<file path="src/rtl/trig_pkg.sv">
// Shared constants and types for the trig lookup path.
//   ANGLE_FULL  one full turn in degrees
//   SIN_OFFSET  sin(a) = cos(a + SIN_OFFSET)
//   FP_ONE      Q16.16 representation of 1.0
package trig_pkg;

  localparam int unsigned ANGLE_FULL = 360;
  localparam int unsigned SIN_OFFSET = 270;
  localparam int unsigned FP_ONE     = 65536;

  typedef enum logic {
    TRIG_COS = 1'b0,
    TRIG_SIN = 1'b1
  } trig_func_e;

  typedef logic [8:0]         angle_t;
  typedef logic signed [31:0] trig_val_t;

endpackage

</file>
<file path="src/rtl/rr_arbiter.sv">
// Round-robin arbiter, reusable for any shared resource.
// Ports:
//   clk, reset_n  clock, asynchronous active-low reset
//   req           per-requester request
//   advance       a grant was consumed this cycle; rotate priority past the winner
//   grant         one-hot grant (combinational), zero when no request
//   grant_idx     index of the granted requester
module rr_arbiter #(
  parameter int unsigned N = 4,
  localparam int unsigned IW = (N > 1) ? $clog2(N) : 1
) (
  input  logic          clk,
  input  logic          reset_n,
  input  logic [N-1:0]  req,
  input  logic          advance,
  output logic [N-1:0]  grant,
  output logic [IW-1:0] grant_idx
);

  logic [IW-1:0] ptr;
  logic          found;
  int unsigned   j;

  // Scan from ptr upwards with wrap; first requester seen wins.
  always_comb begin
    grant     = '0;
    grant_idx = '0;
    found     = 1'b0;
    j         = 0;
    for (int unsigned k = 0; k < N; k++) begin
      j = {{(32-IW){1'b0}}, ptr} + k;
      if (j >= N) j = j - N;
      if (!found && req[j[IW-1:0]]) begin
        found                = 1'b1;
        grant[j[IW-1:0]]     = 1'b1;
        grant_idx            = j[IW-1:0];
      end
    end
  end

  always_ff @(posedge clk or negedge reset_n) begin
    if (!reset_n) begin
      ptr <= '0;
    end else if (advance) begin
      ptr <= (grant_idx == IW'(N - 1)) ? '0 : grant_idx + 1'b1;
    end
  end

endmodule

</file>
<file path="src/rtl/trig_lookup_arbiter.sv">
// Shares one external cosine ROM between N_REQ requesters.
// Requests are granted round-robin, the angle is folded into 0..359 (sin is
// looked up as cos(a+270)), and the result returns two cycles after the grant
// tagged with the requester id.
// Ports:
//   clk, reset_n          clock, asynchronous active-low reset
//   req_valid/angle/func  per-requester request (func 0=cos, 1=sin)
//   req_ready             one-hot combinational grant
//   rom_angle/rom_value   registered ROM address / ROM data
//   rsp_valid/id/value    one-cycle result strobe, owner id, Q16.16 result
// Optional (macro TRIG_ARB_STATS_EN):
//   grant_count           16-bit saturating grant counter per requester
//   stats_clr             synchronous clear of all counters (wins over count)
module trig_lookup_arbiter
  import trig_pkg::*;
#(
  parameter int unsigned N_REQ   = 4,
  parameter int unsigned ANGLE_W = 9,
  parameter int unsigned VAL_W   = 32,
  localparam int unsigned ID_W   = $clog2(N_REQ)
) (
  input  logic                     clk,
  input  logic                     reset_n,
  input  logic [N_REQ-1:0]         req_valid,
  input  logic [N_REQ*ANGLE_W-1:0] req_angle,
  input  logic [N_REQ-1:0]         req_func,
  output logic [N_REQ-1:0]         req_ready,
  output logic [ANGLE_W-1:0]       rom_angle,
  input  logic [VAL_W-1:0]         rom_value,
`ifdef TRIG_ARB_STATS_EN
  input  logic                     stats_clr,
  output logic [N_REQ*16-1:0]      grant_count,
`endif
  output logic                     rsp_valid,
  output logic [ID_W-1:0]          rsp_id,
  output logic [VAL_W-1:0]         rsp_value
);

  localparam int unsigned SW = ANGLE_W + 1;

  logic               advance;
  logic [ID_W-1:0]    grant_idx;
  logic [ANGLE_W-1:0] win_angle;
  trig_func_e         win_func;
  logic [SW-1:0]      a_ext, a1, s, r;
  logic [ID_W-1:0]    s1_id;
  logic               s1_valid;

  rr_arbiter #(
    .N(N_REQ)
  ) u_arb (
    .clk       (clk),
    .reset_n   (reset_n),
    .req       (req_valid),
    .advance   (advance),
    .grant     (req_ready),
    .grant_idx (grant_idx)
  );

  assign advance = |(req_valid & req_ready);

  // Input range is 0..511, so a single conditional subtract folds into 0..359.
  always_comb begin
    win_angle = req_angle[grant_idx*ANGLE_W +: ANGLE_W];
    win_func  = trig_func_e'(req_func[grant_idx]);
    a_ext     = {1'b0, win_angle};
    a1        = (a_ext >= SW'(ANGLE_FULL)) ? a_ext - SW'(ANGLE_FULL) : a_ext;
    s         = a1 + ((win_func == TRIG_SIN) ? SW'(SIN_OFFSET) : SW'(0));
    r         = (s >= SW'(ANGLE_FULL)) ? s - SW'(ANGLE_FULL) : s;
  end

  always_ff @(posedge clk or negedge reset_n) begin
    if (!reset_n) begin
      rom_angle <= '0;
      s1_id     <= '0;
      s1_valid  <= 1'b0;
      rsp_valid <= 1'b0;
      rsp_id    <= '0;
      rsp_value <= '0;
    end else begin
      s1_valid  <= advance;
      rsp_valid <= s1_valid;
      if (advance) begin
        rom_angle <= r[ANGLE_W-1:0];
        s1_id     <= grant_idx;
      end
      if (s1_valid) begin
        rsp_value <= rom_value;
        rsp_id    <= s1_id;
      end
    end
  end

`ifdef TRIG_ARB_STATS_EN
  logic [N_REQ*16-1:0] cnt;

  assign grant_count = cnt;

  always_ff @(posedge clk or negedge reset_n) begin
    if (!reset_n) begin
      cnt <= '0;
    end else if (stats_clr) begin
      cnt <= '0;
    end else begin
      for (int unsigned i = 0; i < N_REQ; i++) begin
        if (req_valid[i] && req_ready[i] && (cnt[i*16 +: 16] != 16'hFFFF)) begin
          cnt[i*16 +: 16] <= cnt[i*16 +: 16] + 16'd1;
        end
      end
    end
  end
`endif

endmodule

</file>
<file path="config.mk">
export PLATFORM = sky130hd
export DESIGN_NAME = trig_lookup_arbiter
export DESIGN_NICKNAME = d
export VERILOG_FILES = /design/src/rtl/trig_pkg.sv /design/src/rtl/rr_arbiter.sv /design/src/rtl/trig_lookup_arbiter.sv
export SDC_FILE = /design/constraint.sdc
export NUM_CORES = 1
export LEC_CHECK = 0
export ABC_AREA = 1
export ABC_CLOCK_PERIOD_IN_PS = 10600
export BUFFER_PORTS_ARGS = -buffer_cell sky130_fd_sc_hd__buf_2
export CORE_UTILIZATION = 49
export DETAILED_ROUTE_END_ITERATION = 16
export PLACE_DENSITY = 0.85
export SETUP_SLACK_MARGIN = 0.3
export SLEW_MARGIN = 20
export SYNTH_ARGS = -nofsm -noshare
export SYNTH_HDL_FRONTEND = slang
export SYNTH_SLANG_ARGS = --single-unit
</file>
<file path="constraint.sdc">
create_clock -name clk -period 10.6 [get_ports clk]
set_clock_uncertainty 0.1 [all_clocks]
set_input_delay 1.06 -clock clk [delete_from_list [all_inputs] [get_ports clk]]
set_output_delay 1.06 -clock clk [all_outputs]
set_load 0.1 [all_outputs]
</file>
### After elaboration in Yosys (flattened, before gate mapping)

Index checks and enable logic that the tools add are counted.

* $mul: 1
* $add $sub $neg: 11
* multiplexer cells: 37
* equality and inequality tests: 1
* shifts and indexed selects: 1
* $lt $le $gt $ge: 15
* reduce and logical (&&, ||, !) cells: 11
* bitwise logic cells: 4

Operators by type and width (count)
* 36-bit by 7-bit variable part select with 9-bit output: 1
* 2-bit two-way mux: 9
* 9-bit two-way mux: 2
* 4-bit two-way mux: 4
* 2-bit by 3-bit less-than comparator with 1-bit output, second input constant: 5
* 1-bit two-way mux: 12
* 4-bit bitwise OR: 3
* 10-bit by 9-bit adder with 10-bit output: 1
* 1-bit binary-select mux with 2-bit select: 5
* 10-bit by 9-bit >= comparator with 1-bit output, second input constant: 1
* 10-bit two-way mux: 1
* 9-bit by 9-bit subtractor with 10-bit output, second input constant: 1
* 3-bit >= comparator, second input constant: 3
* 9-bit >= comparator, second input constant: 1
* 9-bit subtractor, second input constant: 1
* 1-bit demux with 2-bit select: 4
* 2-bit by 1-bit >= comparator with 1-bit output, second input constant: 4
* 2-bit by 1-bit subtractor with 2-bit output, second input constant: 4
* 1-bit logical AND: 7
* 2-bit by 2-bit adder with 3-bit output, second input constant: 2
* 2-bit by 4-bit multiplier with 6-bit output, second input constant: 1
* 4-bit AND: 1
* 4-bit OR reduction: 1
* 2-bit by 1-bit adder with 3-bit output, second input constant: 1
* 4 further kinds: 6

* flip-flop bits (word level): 49
* logic and storage cells: 88
* output and inout bits: 48
* bits of input ports: 78

### Longest topological paths before layout

Gate-level depths: netlist of run 1.

* depth after elaboration: 21
* mapped depth: 37
* gate-level depth less buffers: 36

### Cells and area by module

Synthesis of run 1 repeated with hierarchy kept, for this count alone.

* cell total of the unflattened synthesis: 427
* area total of the unflattened synthesis: 3601.0 sq um

Modules (own cells, without submodules)
* trig_lookup_arbiter: area each 2970.3 sq um, instances 1, cells each 330, sequential area each 1176.1 sq um
* rr_arbiter: area each 630.6 sq um, instances 1, cells each 97, sequential area each 50.0 sq um

### Worst setup path after synthesis of run 1

Ideal clock, no wire load.

* kind: in2reg
* start point: in req_valid[1]
* end point: reg rom_angle[5]
* setup time: 120 ps
* buffers on the path: 1
* data required time: 10380 ps
* arrival: 4442 ps
* stages on the path: 35
* setup slack: 5938 ps
* cell sequence: inv_1 nand2_1 nand3_1 nand2_4 nor2_4 nand2_1 nand2_1 nand2_4 buf_4 nand3_1 nand3_1 nand2_1 inv_1 ha_1 nand2_1 nor2_1 nand2_2 nand3_4 xor2_1 ha_1 a21oi_1 and2_1 inv_1 nand3_1 nand2_2 nor2_1 nor2_4 nand2_2 nand2_4 nand3_4 nand3_2 nand2_1 nand2_1 nand2_1 nand2_1

* cells in the longest elaborated chain, start to end: 19
* elaborated cells between the ends (all ways): 42
* those cells by class: add/sub: 3; mul: 1; order compare: 2; shift: 1; mux: 24; bitwise: 4; reduce/logical: 7

RTL lines
* from (decl): RTL line trig_lookup_arbiter.sv:24 `input logic [N_REQ-1:0] req_valid,`
* 1-bit binary-select mux with 2-bit select: RTL line rr_arbiter.sv:33 `if (!found && req[j[IW-1:0]]) begin`
* 1-bit two-way mux (implied by the code): RTL line rr_arbiter.sv:33
* 1-bit two-way mux: RTL line rr_arbiter.sv:33
* 1-bit zero test: RTL line rr_arbiter.sv:33
* 1-bit logical AND: RTL line rr_arbiter.sv:33
* 1-bit two-way mux: RTL line rr_arbiter.sv:33
* 1-bit zero test: RTL line rr_arbiter.sv:33
* 1-bit logical AND: RTL line rr_arbiter.sv:33
* [3 not listed]
* 2-bit two-way mux: RTL line rr_arbiter.sv:33
* 2-bit by 4-bit multiplier with 6-bit output: RTL line trig_lookup_arbiter.sv:64 `win_angle = req_angle[grant_idx*ANGLE_W +: ANGLE_W];`
* 36-bit by 7-bit variable part select with 9-bit output: RTL line trig_lookup_arbiter.sv:64
* 9-bit by 9-bit subtractor with 10-bit output / 9-bit >= comparator (equally long branches): RTL line trig_lookup_arbiter.sv:67 `a1 = (a_ext >= SW'(ANGLE_FULL)) ? a_ext - SW'(ANGLE_FULL) : a_ext;`
* 10-bit two-way mux: RTL line trig_lookup_arbiter.sv:67
* 10-bit by 9-bit adder with 10-bit output: RTL line trig_lookup_arbiter.sv:68 `s = a1 + ((win_func == TRIG_SIN) ? SW'(SIN_OFFSET) : SW'(0));`
* 9-bit subtractor / 10-bit by 9-bit >= comparator with 1-bit output (equally long branches): RTL line trig_lookup_arbiter.sv:69 `r = (s >= SW'(ANGLE_FULL)) ? s - SW'(ANGLE_FULL) : s;`
* 9-bit two-way mux: RTL line trig_lookup_arbiter.sv:69
* to (signal assigned): RTL line trig_lookup_arbiter.sv:84 `rom_angle <= r[ANGLE_W-1:0];`
* to (decl): RTL line trig_lookup_arbiter.sv:28 `output logic [ANGLE_W-1:0] rom_angle,`

Several ways; a longest one is shown, not always the timed one. The select of a mux whose other input is x is not followed.
A chain may end at the register's enable or synchronous reset.

### Worst setup path in the final report of run 1

* start point: reg u_arb.ptr[0]
* end point: reg rom_angle[7]

* cells in the longest elaborated chain, start to end: 21
* elaborated cells between the ends (all ways): 77
* those cells by class: add/sub: 10; mul: 1; order compare: 14; shift: 1; mux: 36; bitwise: 4; reduce/logical: 11

RTL lines
* from (decl): RTL line rr_arbiter.sv:20 `logic [IW-1:0] ptr;`
* from (signal assigned): RTL line rr_arbiter.sv:45 `ptr <= (grant_idx == IW'(N - 1)) ? '0 : grant_idx + 1'b1;`
* branches (longest 21 deep; another with 2-bit by 1-bit adder with 3-bit output)

Several ways; the timed one is not identified. The select of a mux whose other input is x is not followed.

==> run_results.csv, run 1 <==
group,metric,value,unit
status,status,"finished clean",
clock_tree,insertion_delay,290,ps
setup_path,worst-path-max-fanout,21,
detailed_routing,drtPass1Iterations,4,
placement,hpwlAfterDp,6590,um
placement,place_congestion,0.933,
run,drv_cap,0,
floorplanning,die_area,7500,sq um
setup_path,path_buf_inv,4,
clock_tree,clk_pin_slew,90,ps
detailed_routing,wl_per_cell,12.5,um
setup_path,cp_data_arrival_time,5350,ps
sta,timing.final.hold_violations,0,
setup_path,critPathKind,"flop to flop",
synthesis,synth_common_cells,"110 x nand2_1, 55 x nand3_1, 49 x dfrtp_1",
setup_path,crit_top_cell,"nand2_1",
sta,maxSlewViolCount,0,
sta,period_needed,5270,ps
setup_path,crit_family,"simple AND/OR/NAND/NOR gates",
global_route,grt_max_degree,50,
sta,fmax,190,MHz
floorplanning,die_h,86.6,um
final_layout,fillers,589,
synthesis,async_reset_ff_share,100,%
clock_tree,postCtsHoldBufs,0,
global_route,antenna_found_initial,0,
synthesis,synth.top_cell.area_share,35.0,%
detailed_routing,drc,0,
min_path,min_path_type,"flop to flop",
synthesis,synth_cells,427,
synthesis,synth_seq_area_share,35.0,%
clock_tree,htree_levels,2,
final_layout,final_net_count,638,
sta,fin_crit_sh,49.7,%
synthesis,ys_types,37,
clock_tree,max-clock-path-buffers,2,
synthesis,post-synth-top-count-cell,"nand2_1",
clock_tree,cts_root_buffer,"clkbuf_8",
detailed_routing,viasPerCell,5.13,
final_layout,multi_input_area,2020,sq um
min_path,min_to,"rom_angle[6]$_DFFE_PN0P_",
floorplanning,coreArea,6870,sq um
floorplanning,start_util,51.1,%
min_path,hold_depth,2,
floorplanning,rows,30,
sta,maxSlewHeadroom,61.4,%
clock_tree,cts.sinks,49,
final_layout,drive_gt1_share,39.7,%
min_path,worstHoldStart,"rom_angle[6]$_DFFE_PN0P_",
synthesis,syn_nets,517,
global_route,grt_pass1_vias,3158,
setup_path,cp-end-kind,"flop",
synthesis,synth_area,3510,sq um
clock_tree,cts_setup_buffers,0,
setup_path,cpPeakStageDelay,530,ps
synthesis,synth_area_leaders,"dfrtp_1 35%, nand2_1 12%, mux2_2 11%",
floorplanning,die_w,86.6,um
synthesis,synth_top_area_cell,"dfrtp_1",
clock_tree,cts_resized,0,
global_route,grt_usage,22.3,%
sta,fin_tns_setup,0,ps
sta,holdWs,391,ps
detailed_routing,vias,3310,
detailed_routing,final_antenna_net_count,0,
final_layout,area_growth,22.1,%
sta,setup_viol,0,
global_route,grt_pass1_wl,13400,um
placement,io_buffers,125,
synthesis,yosysWarnings,0,
setup_path,cp-start-kind,"flop",
synthesis,ys_seq_elements,49,
final_layout,n_antenna_cell,0,
synthesis,synth_edf_count,0,
clock_tree,cts_tree,"yes",
sta,worst_pin_slew,574,ps
setup_path,cp_slowest_cell,"dfrtp_1",
synthesis,synthFlopType,"dfrtp_1",
detailed_routing,wl,8040,um
setup_path,ff2ff_setup_slack,5330,ps
final_layout,fin_util,62.3,%
synthesis,synth_area_per_cell,8.21,sq um
detailed_routing,drtIter0Drc,120,
setup_path,worstReg2RegEnd,"rom_angle[7]$_DFFE_PN0P_",
setup_path,cp.required,10680,ps
final_layout,seqCellArea,1230,sq um
global_route,grt-ovfl-total,0,
setup_path,r2r_cells,34,
floorplanning,boundaryPins,126,
sta,rsz0062_at_grt,"false",
setup_path,r2r-start,"u_arb.ptr[0]$_DFFE_PN0P_",
clock_tree,cts_made_buffers,5,
## worst max path at each step
stage,start,endpoint,slack [ps],cells after the start
after floorplan,req_valid[1],rom_angle[5]$_DFFE_PN0P_,5940,35
after global placement,req_valid[1],rom_angle[7]$_DFFE_PN0P_,5340,33
after detailed placement,req_valid[1],rom_angle[7]$_DFFE_PN0P_,5180,33
after CTS,u_arb.ptr[0]$_DFFE_PN0P_,rom_angle[7]$_DFFE_PN0P_,5330,34
after global routing,u_arb.ptr[0]$_DFFE_PN0P_,rom_angle[6]$_DFFE_PN0P_,4790,35
final,u_arb.ptr[0]$_DFFE_PN0P_,rom_angle[7]$_DFFE_PN0P_,5330,34
## registers in the layout, indices dropped and copies added, names as in the netlist
register and flops:
u_arb.ptr 2, rom_angle 9, rsp_valid 1, s1_valid 1
rsp_id 2, s1_id 2, rsp_value 32
## per-stage QoR
step,cells,setup WS (ps),instance area [sq um]
finish,645,5330,4280
global route,645,4790,4280
CTS,645,5330,4280
floorplan,427,5940,3510
global placement,637,5340,4190
detailed placement,637,5180,4190
## area by class of cell
cell class                 count  area share [%]
multi-input combinational    315            47.1
sequential                    49            28.6
timing repair buffer         126            14.8
inverter                      51            4.53
tap                           96            2.80
clock buffer                   5            1.61
clock inverter                 3           0.497
## worst reg2reg max path: cells and delay by family (launching register included)
family	cells	cell delay [ps]
adders and majority gates	3	970
DFF	1	530
AOI/OAI and AO/OA	1	150
and+or+nand+nor	25	2800
xor gates and xnor gates	1	180
buffers and inverters	4	430
## logic make-up after synthesis
family                     share of synthesized area [%]
AOI/OAI and AO/OA                                   5.32
xor gates and xnor gates                            2.00
adders and majority gates                           4.50
buffers and inverters                               7.53
DFF                                                 35.0
muxes                                               10.9
and+or+nand+nor                                     34.8
## cells in the final DEF (no fill, tap or decap), types with 2 or more instances in the layout
cell type    n
nand3b_1     2
nand2_2     20
buf_4        2
buf_2      124
nand4_1     14
o21ai_0      7
mux2_2      34
dfrtp_1     49
inv_2        7
nor2_1      12
xnor2_1      2
a21oi_1      5
xor2_1       6
nor2_4       5
nand3_1     55
nand2_4      5
nand2_1    110
a31oi_1      2
inv_1       43
clkbuf_8     5
ha_1        11
o221ai_1     5
a22oi_1      4
nand3_2      4
nand3_4      3
## per-layer routing
metal	vias to the layer above	GRT usage, %	routed length, um
li1	1664	-	-
met1	1476	26.1	3390
met2	154	40.4	3910
met3	16	3.81	557
met4	0	8.64	182
met5	-	0	0
Power of run 1 is not shown: default switching activity piles up to over one toggle a cycle in this logic, so the estimate is an artifact.
==> run 2, diff against run 1 <==
Settings changed: ABC_CLOCK_PERIOD_IN_PS 10600 to 4600, CORE_UTILIZATION 49 to 46, PLACE_DENSITY 0.85 to 0.84.
Clock period 10.6 ns to 4.6 ns, I/O delays scaled along.
==> run_results.csv, run 2 (synthesis results as in run 1) <==
group,metric,value,unit
status,status,"finished clean",
final_layout,top_register,"rsp_value",
sta,maxSlewViolCount,0,
clock_tree,cts_root_buffer,"clkbuf_8",
final_layout,n_antenna_cell,0,
detailed_routing,drtIter0Drc,235,
sta,setup_viol,0,
detailed_routing,vias,3733,
floorplanning,die_h,89.3,um
global_route,grt_pass1_vias,3367,
final_layout,final_common_cell,"buf_2",
setup_path,cpPeakStageDelay,430,ps
setup_path,cp-end-kind,"flop",
setup_path,r2r_cells,30,
detailed_routing,drc,0,
clock_tree,clk_pin_slew,90,ps
setup_path,cp.required,4740,ps
sta,layout_setup_ws,163,ps
setup_path,crit_top_cell,"nand2_1",
sta,period_needed,4440,ps
setup_path,worstReg2RegEnd,"rom_angle[7]$_DFFE_PN0P_",
detailed_routing,wl_per_cell,14.8,um
floorplanning,start_util,48.1,%
clock_tree,cts_made_buffers,5,
sta,timing.final.hold_violations,0,
detailed_routing,wl,10300,um
global_route,antenna_found_initial,0,
final_layout,largest_register_ffs,32,
final_layout,fin_util,67.9,%
clock_tree,htree_levels,2,
setup_path,crit_cells,30,
detailed_routing,drtPass1Iterations,7,
setup_path,r2r-start,"u_arb.ptr[0]$_DFFE_PN0P_",
floorplanning,rows,31,
sta,fin_crit_sh,96.5,%
global_route,grt_pass1_wl,14600,um
placement,place_congestion,0.929,
final_layout,mostFrequentLayoutCells,"125 x buf_2, 94 x nand2_1, 48 x dfrtp_1, 42 x buf_4, 39 x nand3_1",
sta,fin_tns_setup,0,ps
setup_path,cp_data_arrival_time,4580,ps
floorplanning,boundaryPins,126,
sta,worst_pin_slew,626,ps
sta,maxSlewHeadroom,58.1,%
setup_path,crit_family,"simple AND/OR/NAND/NOR gates",
final_layout,area_growth,41.2,%
floorplanning,coreArea,7290,sq um
clock_tree,cts_tree,"yes",
final_layout,drive_gt1_share,53.5,%
clock_tree,max-clock-path-buffers,2,
setup_path,worst-path-max-fanout,7,
setup_path,path_buf_inv,5,
setup_path,critPathKind,"flop to flop",
run,drv_cap,0,
sta,rsz0062_at_grt,"true",
global_route,grt_max_degree,50,
placement,io_buffers,125,
placement,dp_slack,-4.61,ps
setup_path,cp_slowest_cell,"dfrtp_2",
setup_path,cp-start-kind,"flop",
min_path,min_path_type,"input pin to asynchronous set/reset pin",
clock_tree,insertion_delay,300,ps
detailed_routing,viasPerCell,5.36,
detailed_routing,final_antenna_net_count,0,
global_route,grt_usage,23.4,%
floorplanning,die_w,89.3,um
placement,hpwlAfterDp,7270,um
setup_path,ff2ff_setup_slack,160,ps
final_layout,final_net_count,687,
floorplanning,die_area,7980,sq um
clock_tree,cts.sinks,49,
global_route,grt-ovfl-total,0,
sta,fmax,225,MHz
final_layout,top_regs,"rsp_value x32, rom_angle x9",
run 2: cell types whose count changed in the layout (fill, tap and decap cells not counted), sizes merged:
cell / before / now
buf: 126 / 175
clkinv: 1 / 2
inv: 52 / 51
run 2: layer usage:
metal	wire length (um)	part of all wire, %	up-vias	GRT usage (%)
met5	0	0	-	0
met4	265	2.6	0	11.0
met3	782	7.6	24	3.97
met2	5270	51	218	43.7
met1	3970	39	1741	25.8
li1	-	-	1750	-
run 2: worst max path at each step:
stage / from / to / slack, ps
3_5_place_dp: u_arb.ptr[0]$_DFFE_PN0P_ / rom_angle[5]$_DFFE_PN0P_ / -5
3_3_place_gp: u_arb.ptr[0]$_DFFE_PN0P_ / rom_angle[4]$_DFFE_PN0P_ / 220
4_1_cts: u_arb.ptr[0]$_DFFE_PN0P_ / rom_angle[4]$_DFFE_PN0P_ / 300
2_1_floorplan: u_arb.ptr[0]$_DFFE_PN0P_ / rom_angle[5]$_DFFE_PN0P_ / 300
5_1_grt: u_arb.ptr[0]$_DFFE_PN0P_ / rom_angle[4]$_DFFE_PN0P_ / -20
6_report: u_arb.ptr[0]$_DFFE_PN0P_ / rom_angle[7]$_DFFE_PN0P_ / 160
run 2: cell type report:
| cell class | count | area, sq um |
|---|---|---|
| clock buffer | 5 | 68.8 |
| inverter | 51 | 204 |
| multi-input combinational | 315 | 2270 |
| timing repair buffer | 175 | 1030 |
| sequential | 49 | 1230 |
| clock inverter | 3 | 21.3 |
| fill | 526 | 2340 |
| tap | 99 | 124 |
run 2: what timing repair did:
action / in CTS / in global routing
setup endpoints to repair: 6 / 6
hold buffers: 0 / 0
gates resized for setup: 13 / 67
cloned: 1 / 0
pin swaps: 9 / 47
setup buffers: 10 / 27
hold endpoints to repair: 0 / 0
run 2: metrics by stage:
stage	hold slack (ps)	std cells	area [sq um]
after floorplan	64.4	427	3530
after global placement	362	651	4290
after detailed placement	364	651	4290
after CTS	164	670	4520
after global routing	203	697	4950
final	143	697	4950
Power of run 2 is left out for the same reason.
